$ cat config.mk
export PLATFORM = sky130hd
export DESIGN_NAME = uart_tx_arbiter
export DESIGN_NICKNAME = d
export VERILOG_FILES = /design/src/rtl/uart_tx_arbiter.sv
export SDC_FILE = /design/constraint.sdc
export NUM_CORES = 1
export LEC_CHECK = 0
export ABC_AREA = 1
export CAP_MARGIN = 20
export CORE_AREA = 2 2 61 63
export DETAILED_ROUTE_END_ITERATION = 6
export DIE_AREA = 0 0 63 65
export PLACE_DENSITY = 0.78
export REMOVE_ABC_BUFFERS = 1
export SETUP_SLACK_MARGIN = 0.02
export SLEW_MARGIN = 20
export SYNTH_ARGS = -nofsm -noshare
export SYNTH_HDL_FRONTEND = slang
export SYNTH_SLANG_ARGS = --single-unit
$ cat constraint.sdc
create_clock -name clk -period 1.55 [get_ports clk]
set_input_delay 0.155 -clock clk [delete_from_list [all_inputs] [get_ports clk]]
set_output_delay 0.155 -clock clk [all_outputs]
set_load 0.005 [all_outputs]
$ cat src/rtl/uart_tx_arbiter.sv
// Round-robin arbiter that shares one UART transmitter among NREQ byte producers.
// Each grant runs LOAD (strobe byte) -> SEND (T_Byte for FRAME_CLKS) -> GAP -> IDLE.
module uart_tx_arbiter #(
  parameter int NREQ       = 4,
  parameter int FRAME_CLKS = 200,
  localparam int IW = (NREQ > 1) ? $clog2(NREQ) : 1,
  localparam int CW = $clog2(FRAME_CLKS + 1)
) (
  input  logic              clk,
  input  logic              rst,
  input  logic [NREQ-1:0]   req,
  input  logic [8*NREQ-1:0] req_data,
  output logic [NREQ-1:0]   ack,
  output logic [7:0]        Data_In,
  output logic              Byte_ready,
  output logic              T_Byte,
  output logic              busy,
  output logic [IW-1:0]     grant_id
);

  typedef enum logic [1:0] {IDLE, LOAD, SEND, GAP} state_t;

  state_t        state;
  state_t        state_next;
  logic [IW-1:0] ptr;
  logic [IW-1:0] win;
  logic [CW-1:0] cnt;
  logic [7:0]    data_q;
  logic [7:0]    slot [NREQ];

  always_comb begin
    for (int i = 0; i < NREQ; i++) begin
      slot[i] = req_data[8*i +: 8];
    end
  end

  // Lowest requester above ptr wins; if none, the lowest requester overall (wrap).
  always_comb begin
    win = '0;
    for (int i = NREQ - 1; i >= 0; i--) begin
      if (req[i]) win = IW'(i);
    end
    for (int i = NREQ - 1; i >= 0; i--) begin
      if (req[i] && (i > int'(ptr))) win = IW'(i);
    end
  end

  always_ff @(posedge clk or negedge rst) begin
    if (!rst) state <= IDLE;
    else      state <= state_next;
  end

  always_comb begin
    state_next = state;
    case (state)
      IDLE:    if (|req) state_next = LOAD;
      LOAD:    state_next = SEND;
      SEND:    if (cnt == '0) state_next = GAP;
      GAP:     state_next = IDLE;
      default: state_next = IDLE;
    endcase
  end

  always_ff @(posedge clk or negedge rst) begin
    if (!rst) begin
      ptr    <= IW'(NREQ - 1);
      data_q <= 8'h00;
      cnt    <= '0;
    end else begin
      case (state)
        IDLE: begin
          if (|req) begin
            ptr    <= win;
            data_q <= slot[win];
          end
        end
        LOAD: cnt <= CW'(FRAME_CLKS - 1);
        SEND: if (cnt != '0) cnt <= cnt - 1'b1;
        default: ;
      endcase
    end
  end

  // Outputs decode straight from registered state so reset clears them without a clock.
  always_comb begin
    ack        = '0;
    busy       = (state != IDLE);
    Byte_ready = (state == LOAD);
    T_Byte     = (state == SEND);
    if (state == LOAD) ack[ptr] = 1'b1;
  end

  assign Data_In  = data_q;
  assign grant_id = ptr;

endmodule

# ---- Word level (Yosys, flattened, before mapping)
# Cells that the tools add are included.
# Widths: inputs -> output; s select.
dict set report word_totals {
  ramBits 0
  latch_bits 0
  in_bits 38
  wordCells 49
  mem_count 0
  regBits 20
  rom_bits 0
}
dict set report classes {
  muxes 18
  n_mul 0
  add_sub_neg 1
  n_reduce_logical 13
  n_bitwise 1
  magnitude_cmp 6
  n_shift 0
  div_mod_pow 0
  eq_ne 6
}
# operator count
set op_table {}
lappend op_table {{$mux 8} 3}
lappend op_table {{$mux 2} 9}
lappend op_table {{$bmux 8 s2} 1}
lappend op_table {{$pmux 8 s2} 1}
lappend op_table {{$logic_not 8->1} 1}
lappend op_table {{$pmux 2 s4} 1}
lappend op_table {{$reduce_bool 8->1} 1}
lappend op_table {{$sub 8x1->8 const B} 1}
lappend op_table {{$reduce_and 2->1} 3}
lappend op_table {{$eq 2x2->1 const B} 2}
lappend op_table {{$gt 2x2->1 const A} 2}
lappend op_table {{$logic_and 1x1->1} 4}
lappend op_table {{$mux 4} 1}
lappend op_table {{$ne 2x1->1 const B} 2}
lappend op_table {{$reduce_bool 2->1} 2}
lappend op_table {{$reduce_or 4->1} 1}
lappend op_table {{$ge 3x3->1 const B} 1}
lappend op_table {{$lt 2x3->1 const B} 1}
lappend op_table {{$not 2->3} 1}
lappend op_table {{$demux 1 s2} 1}
lappend op_table {{$eq 2x1->1 const B} 1}
lappend op_table {{$ge 2x1->1 const B} 1}
lappend op_table {{$gt 1x2->1 const A} 1}
lappend op_table {{$logic_not 2->1} 1}
lappend op_table {{other kinds (2)} 2}

# ---- Longest topological paths before layout
# Gate-level depths: netlist of the first run.
dict set report logic_depth {
  ltp_word 11
  ltp_mapped 12
  ltp_nobuf 12
}

# ---- Least setup slack after synthesis of the first run
# Ideal clock, no wire load.
dict set report synth_path {
  path_kind {flip-flop to flip-flop}
  start {reg ptr[1] (netlist: grant_id[1])}
  end {reg data_q[0] (netlist: Data_In[0])}
  path_stages_with_launch 9
  slack_ns 0.159
  setup_ns 0.128
  n_path_buf 1
  arrival_ns 1.263
  synth_period_minus_slack_ns 1.391
  path_cell_list {dfstp_2 nand2_1 nand2_2 nand2_2 nand2_4 nand2_4 buf_8 o211ai_2 nand3_1}
}
dict set report synth_via {
  elab_chain_len 9
}
# element line_no
set synth_lines {}
lappend synth_lines {{start: declaration} 25} ;# logic [IW-1:0] ptr;
lappend synth_lines {{start signal: assignment} 66} ;# ptr <= IW'(NREQ - 1);
lappend synth_lines {{start signal: assignment} 73} ;# ptr <= win;
lappend synth_lines {{$gt 2x2->1} 44} ;# if (req[i] && (i > int'(ptr))) win = IW'(i);
lappend synth_lines {{$logic_and 1x1->1} 44}
lappend synth_lines {{$mux 2 (2 in series)} 44}
lappend synth_lines {{$mux 2 *} 44}
lappend synth_lines {{$not 2->3 (implied by the code) *} 74} ;# data_q <= slot[win];
lappend synth_lines {{$bmux 8 s2 *} 74}
lappend synth_lines {{$mux 8 (implied by the code) * (2 in series)} 74}
lappend synth_lines {{end signal: assignment} 74}
lappend synth_lines {{end: declaration} 28} ;# logic [7:0] data_q;
# Every way passes the cells marked *; elsewhere a longest branch is shown, timed or not. The select of a mux whose other input is x is not followed.
# A chain may end at the register's enable or synchronous reset.

# ---- Worst setup path after layout of the first run
dict set report layout_path {
  start {reg ptr[1] (netlist: grant_id[1])}
  end {reg data_q[4] (netlist: Data_In[4])}
}
# Same word-level chain as after synthesis.

==> results of run 1 <==
-- worst register-to-register path: cells and delay by family, from the launching register on --
family,cells,cell delay [ps]
AO/OA/AOI/OAI,1,140
buffers and inverters,3,290
flip-flops,1,580
AND/OR/NAND/NOR,4,530
-- layer usage --
layer / track usage, % / part of all wire, % / vias up
li1: - / - / 833
met1: 26.1 / 40 / 832
met2: 41.9 / 52 / 70
met3: 5.90 / 5.7 / 12
met4: 3.61 / 2.3 / 0
met5: 0 / 0 / -
-- flip-flops by register name (all words and copies together), names as in the netlist --
signal,flops
state,2
grant_id,2
Data_In,8
cnt,8
-- layout make-up --
class,instances,share of cell area (%)
clock buffer,4,1.43
inverter,40,6.12
multi-input combinational,147,38.4
sequential,20,19.9
tap,48,2.37
timing repair buffer,85,31.8
-- logic make-up after synthesis --
logic type / count (synthesis) / share of synthesized area, %
compound gates: 26 / 10.9
xor+xnor: 2 / 1.20
fa+ha+maj: 5 / 4.30
buf+inv: 42 / 12.3
flops: 20 / 34.5
simple gates: 112 / 36.8
-- final timing paths --
path,endpoint,slack (ps),from,depth (start not counted)
min in group clk,Data_In[2],490,req_data[2],5
max in group asynchronous,grant_id[1],1120,rst,2
min,Data_In[2],160,rst,2
max reg2reg,Data_In[4],-100,grant_id[1],8
min reg2reg,Data_In[6],510,Data_In[6],2
max,Data_In[4],-100,grant_id[1],8
-- what timing repair did --
item,4_1_cts,5_1_grt
setup buffers,11,7
pin swaps,16,20
endpoints found under the setup margin,16,21
gates cloned,2,0
resized for setup,45,30
-- power by group --
group / switching, mW / leakage (nW) / internal (mW) / total (mW)
logic: 1.59 / 0.965 / 1.48 / 3.07
clock network: 0.183 / 0.0210 / 0.144 / 0.327
registers: 0.192 / 0.232 / 0.802 / 0.994
total: 1.97 / 1.22 / 2.43 / 4.39
-- cell usage in the layout (no fill, tap or decap), types with 4 or more instances in the layout --
| cell type | instances |
|---|---|
| buf_4 | 21 |
| or2_2 | 4 |
| nor3_1 | 4 |
| o21ai_0 | 11 |
| nand3_1 | 12 |
| nand3_2 | 9 |
| dfrtp_1 | 18 |
| inv_1 | 30 |
| nand2_4 | 9 |
| a21oi_1 | 4 |
| nand3b_1 | 4 |
| inv_2 | 8 |
| clkdlybuf4s50_1 | 45 |
| nand2_2 | 4 |
| buf_6 | 8 |
| nor2_1 | 20 |
| nand2_1 | 42 |
==> impl_metrics.toml, run 1 <==
[setup_path]
endpoint_kind = "flip-flop"
startpoint_type = "flip-flop"
cp_max_fo = 7
critPathMaxStageDelay_ps = 580
cp.arrival_ps = 1870
crit_buf_inv = 3
cpLargestDelayFamily = "flip-flops"
path_class = "flip-flop to flip-flop"
crit_top_cell = "buf_6"
critPathRequiredTime_ps = 1770
path_cells = "buf_6, inv_2, nand2_2, buf_6, nand2_8, or2_2, a21oi_1, nor2_1"
slowest_stage = "dfstp_2"

[hold_path]
hold_class = "input port to async pin"

[logic_synthesis]
synth_edf_count = 0
async_reset_ff_share_pct = 100
avgSynthCellArea_um2 = 7.04
synthFlopType = "dfrtp_1"
yosys_warnings = 0
ys_ff_latch = 20
ys_seq_area_share_pct = 34.5
synth.most_common_cell = "nand2_1"
synth_common_cells = "46 x nand2_1, 36 x inv_1, 21 x nand3_1, 21 x nor2_1, 18 x dfrtp_1"
synth_cell_types = 25
yosysTopAreaCell = "dfrtp_1"
synth_top_area_share_pct = 30.9
synthCells = 207
syn_area_um2 = 1460
yosys-top-cells-area = "dfrtp_1 31%, nand2_1 12%, inv_1 9.3%"

[placement]
place_congestion = 0.875
hpwl_um = 2920
portBuffers = 54
dp_slack_ps = -144
dpl.cell_count = 320
dpl_cell_area_um2 = 2140

[routing]
wl_um = 5220
num_vias = 1747
first_pass_iters = 4
ant_nets = 0
wl_per_cell_um = 15.2
vias_per_cell = 5.08
drt_iter0_drc = 137
drc = 0

[finish]
syn2layout_area_growth_pct = 74.0
multi_input_area_um2 = 973
seq_area_um2 = 503
final_nets = 340
drive_gt1_share_pct = 32.1
fin_util_pct = 72.5
antenna_cells = 0
fin_cells = 344
nFillCells = 240
final_cell_area_um2 = 2530

[timing]
holdWs_ps = 159
finalSetupViolations = 6
fin_ws_ps = -101
finalHoldViolations = 0
timing.final.crit_share_pct = 107
min_period_ps = 1650
fin_worst_skew_ps = 4.58
worst_pin_slew_ps = 547
relSlewSlack_pct = 63.2
slew_violations = 0
setup_tns_ps = -377
fmax_mhz = 606
grt_setup_unrepaired = "yes"

[floorplanning]
start_util_pct = 41.7
dieArea_um2 = 4100
ios = 55
die_width_um = 63
die_y_um = 65
rows = 22
fp.coreArea_um2 = 3500

[clocking]
cts_sinks = 20
cts_root_buffer = "clkbuf_4"
cts_tree = "yes"
clk_latency_ps = 320
htreeDepth = 1
clock_path_buffers = 2
hold_buffers = 0
cts_buffers = 3
clk_pin_slew_ps = 130

[grt]
track_usage_pct = 22.5
grt_pass1_wl_um = 7300
grt_start_max_net_pins = 21
grt-ovfl-total = 0
grt_pass1_vias = 1599
antenna_found_initial = 0

[run_status]
violations = "negative setup slack"
status = "finished, violations left"

[flow_run]
drv_cap = 0

[pwr]
totalPowerFinal_mw = 4.39
leakage_nw = 1.22
ir_drop_mv = 1.19
p_per_area_nw_per_um2 = 1730
(Power assumes the default switching activity.)
==> run 2, diff against run 1 <==
Settings changed: ABC_AREA 1 to 0, CORE_AREA 2 2 61 63 to 2 2 58 60, DIE_AREA 0 0 63 65 to 0 0 60 62.
==> impl_metrics.toml, run 2 <==
[placement]
portBuffers = 54
place_congestion = 0.806
hpwl_um = 2790
dpl_cell_area_um2 = 2070
dp_slack_ps = -323
dpl.cell_count = 256

[setup_path]
rrSetupSlack_ps = -230
endpoint_kind = "flip-flop"
cp_max_fo = 8
slowest_stage = "dfstp_2"
critPathMaxStageDelay_ps = 570
startpoint_type = "flip-flop"
r2r_start = "grant_id[1]"
path_class = "flip-flop to flip-flop"
r2r_end = "Data_In[2]"
cpLargestDelayFamily = "flip-flops"
cp.arrival_ps = 1960
r2r_cells = 6
critPathRequiredTime_ps = 1730
path_cells = "buf_6, mux2i_4, o221ai_4, bufbuf_16, o221ai_2, o211ai_1"
crit_buf_inv = 2

[pwr]
p_int_mw = 2.50
ir_drop_mv = 0.801
switching_share_pct = 39.6
power_switching_mw = 1.64
p_clk_share_pct = 6.2
seqPwrFrac_pct = 21.8
combinationalPowerShare_pct = 72.0
leakage_nw = 1.04
p_per_area_nw_per_um2 = 1680

[routing]
ant_nets = 0
drc = 0
drt_iter0_drc = 57
wl_per_cell_um = 16.8
first_pass_iters = 4
num_vias = 1438
vias_per_cell = 5.27
wl_um = 4590

[timing]
setup_tns_ps = -3320
fmax_mhz = 562
timing.final.crit_share_pct = 115
holdWs_ps = 187
finalSetupViolations = 20
fin_ws_ps = -230
grt_setup_unrepaired = "yes"
min_period_ps = 1780
finalHoldViolations = 0
worst_pin_slew_ps = 393
fin_worst_skew_ps = 9.68
relSlewSlack_pct = 73.8
slew_violations = 0

[logic_synthesis]
yosys_warnings = 0
synth_edf_count = 0
avgSynthCellArea_um2 = 9.68
syn_area_um2 = 1270
ys_ff_latch = 20
yosysTopAreaCell = "dfrtp_1"
synth_top_area_share_pct = 35.5
synth_common_cells = "18 x dfrtp_1, 18 x nand2_1, 11 x nor2_1"
synthCells = 131
async_reset_ff_share_pct = 100
synth_cell_types = 38
ys_seq_area_share_pct = 39.7
yosys-top-cells-area = "dfrtp_1 36%, mux2i_1 7.9%, o221ai_1 6.2%"
synthFlopType = "dfrtp_1"

[finish]
final_nets = 272
drive_gt1_share_pct = 40.1
final_cell_area_um2 = 2470
layout_commonest_cell = "clkdlybuf4s50_1"
syn2layout_area_growth_pct = 94.9
antenna_cells = 0
layout_common_cells = "45 x clkdlybuf4s50_1, 30 x buf_4, 18 x dfrtp_1"
nFillCells = 198
fin_cells = 273

[floorplanning]
start_util_pct = 39.9
die_width_um = 60
rows = 21
die_y_um = 62
fp.coreArea_um2 = 3180
dieArea_um2 = 3720
ios = 55

[clocking]
cts_tree = "yes"
hold_buffers = 0
htreeDepth = 1
cts_root_buffer = "clkbuf_4"
clk_pin_slew_ps = 130
cts_buffers = 3
cts_sinks = 20
clk_latency_ps = 300
clock_path_buffers = 2

[hold_path]
hold_class = "input port to async pin"

[grt]
track_usage_pct = 23.5
grt_pass1_wl_um = 6480
grt_start_max_net_pins = 21
grt-ovfl-total = 0
grt_use_met3_pct = 3.52
met2_usage_pct = 41.3
antenna_found_initial = 0
grtUsageMet1_pct = 29.4
grt.busiest_layer = "met2"
grt_pass1_vias = 1409

[run_status]
violations = "negative setup slack"
status = "finished, violations left"

[flow_run]
drv_cap = 0
run 2: cell families (layout without fill, tap and decap cells):
| group | count (synthesis) | in the layout | synth area share (%) |
|---|---|---|---|
| compound gates | 33 | 33 | 22.4 |
| xor+xnor | 3 | 3 | 2.07 |
| fa+ha+maj | 5 | 5 | 4.94 |
| buf+inv | 12 | 108 | 4.24 |
| flops | 20 | 20 | 39.7 |
| mux | 10 | 10 | 7.90 |
| simple gates | 48 | 48 | 18.8 |
run 2: metrics by stage:
stage               utilization [%]  total power [mW]
finish                         77.7              4.14
global route                   77.7              4.41
CTS                            74.1              3.82
detailed placement             65.2              3.04
global placement               65.2              2.95
floorplan                         -              1.87
run 2: layout make-up:
class                      count  area [um2]  area share [%]
multi-input combinational     99         936            37.9
timing repair buffer          97         916            37.1
sequential                    20         503            20.4
tap                           46        57.6            2.33
inverter                       8        35.0            1.42
clock buffer                   3        22.5           0.912
run 2: per-layer routing:
| metal | up-vias | share of wire (%) |
|---|---|---|
| met5 | - | 0 |
| met4 | 0 | 1.4 |
| met3 | 8 | 2.9 |
| met2 | 27 | 53 |
| met1 | 723 | 43 |
| li1 | 680 | - |
run 2: timing repair:
| action | CTS | global route |
|---|---|---|
| pin swaps | 14 | 9 |
| buffers inserted | 10 | 5 |
| resized for setup | 63 | 23 |
| cloned | 1 | 0 |
| endpoints found under the setup margin | 28 | 27 |
| endpoints found under the hold margin | 0 | 0 |
run 2: worst max-delay path by stage:
stage | start | to | slack, ps | cells past startpoint
floorplan | grant_id[1] | Data_In[7] | -380 | 5
global placement | req[3] | Data_In[7] | -230 | 7
detailed placement | req[3] | Data_In[7] | -320 | 7
CTS | grant_id[1] | Data_In[4] | -190 | 6
global route | cnt[3] | cnt[7] | -320 | 6
finish | grant_id[1] | Data_In[2] | -230 | 6
run 2: power groups by stage:
| stage | clock [mW] | combinational [mW] | sequential (mW) |
|---|---|---|---|
| final | 0.258 | 2.98 | 0.903 |
| after floorplan | 0 | 0.911 | 0.956 |
| after detailed placement | 0 | 2.12 | 0.914 |
| after global routing | 0.277 | 3.20 | 0.929 |
| after global placement | 0 | 2.06 | 0.897 |
| after CTS | 0.254 | 2.68 | 0.890 |
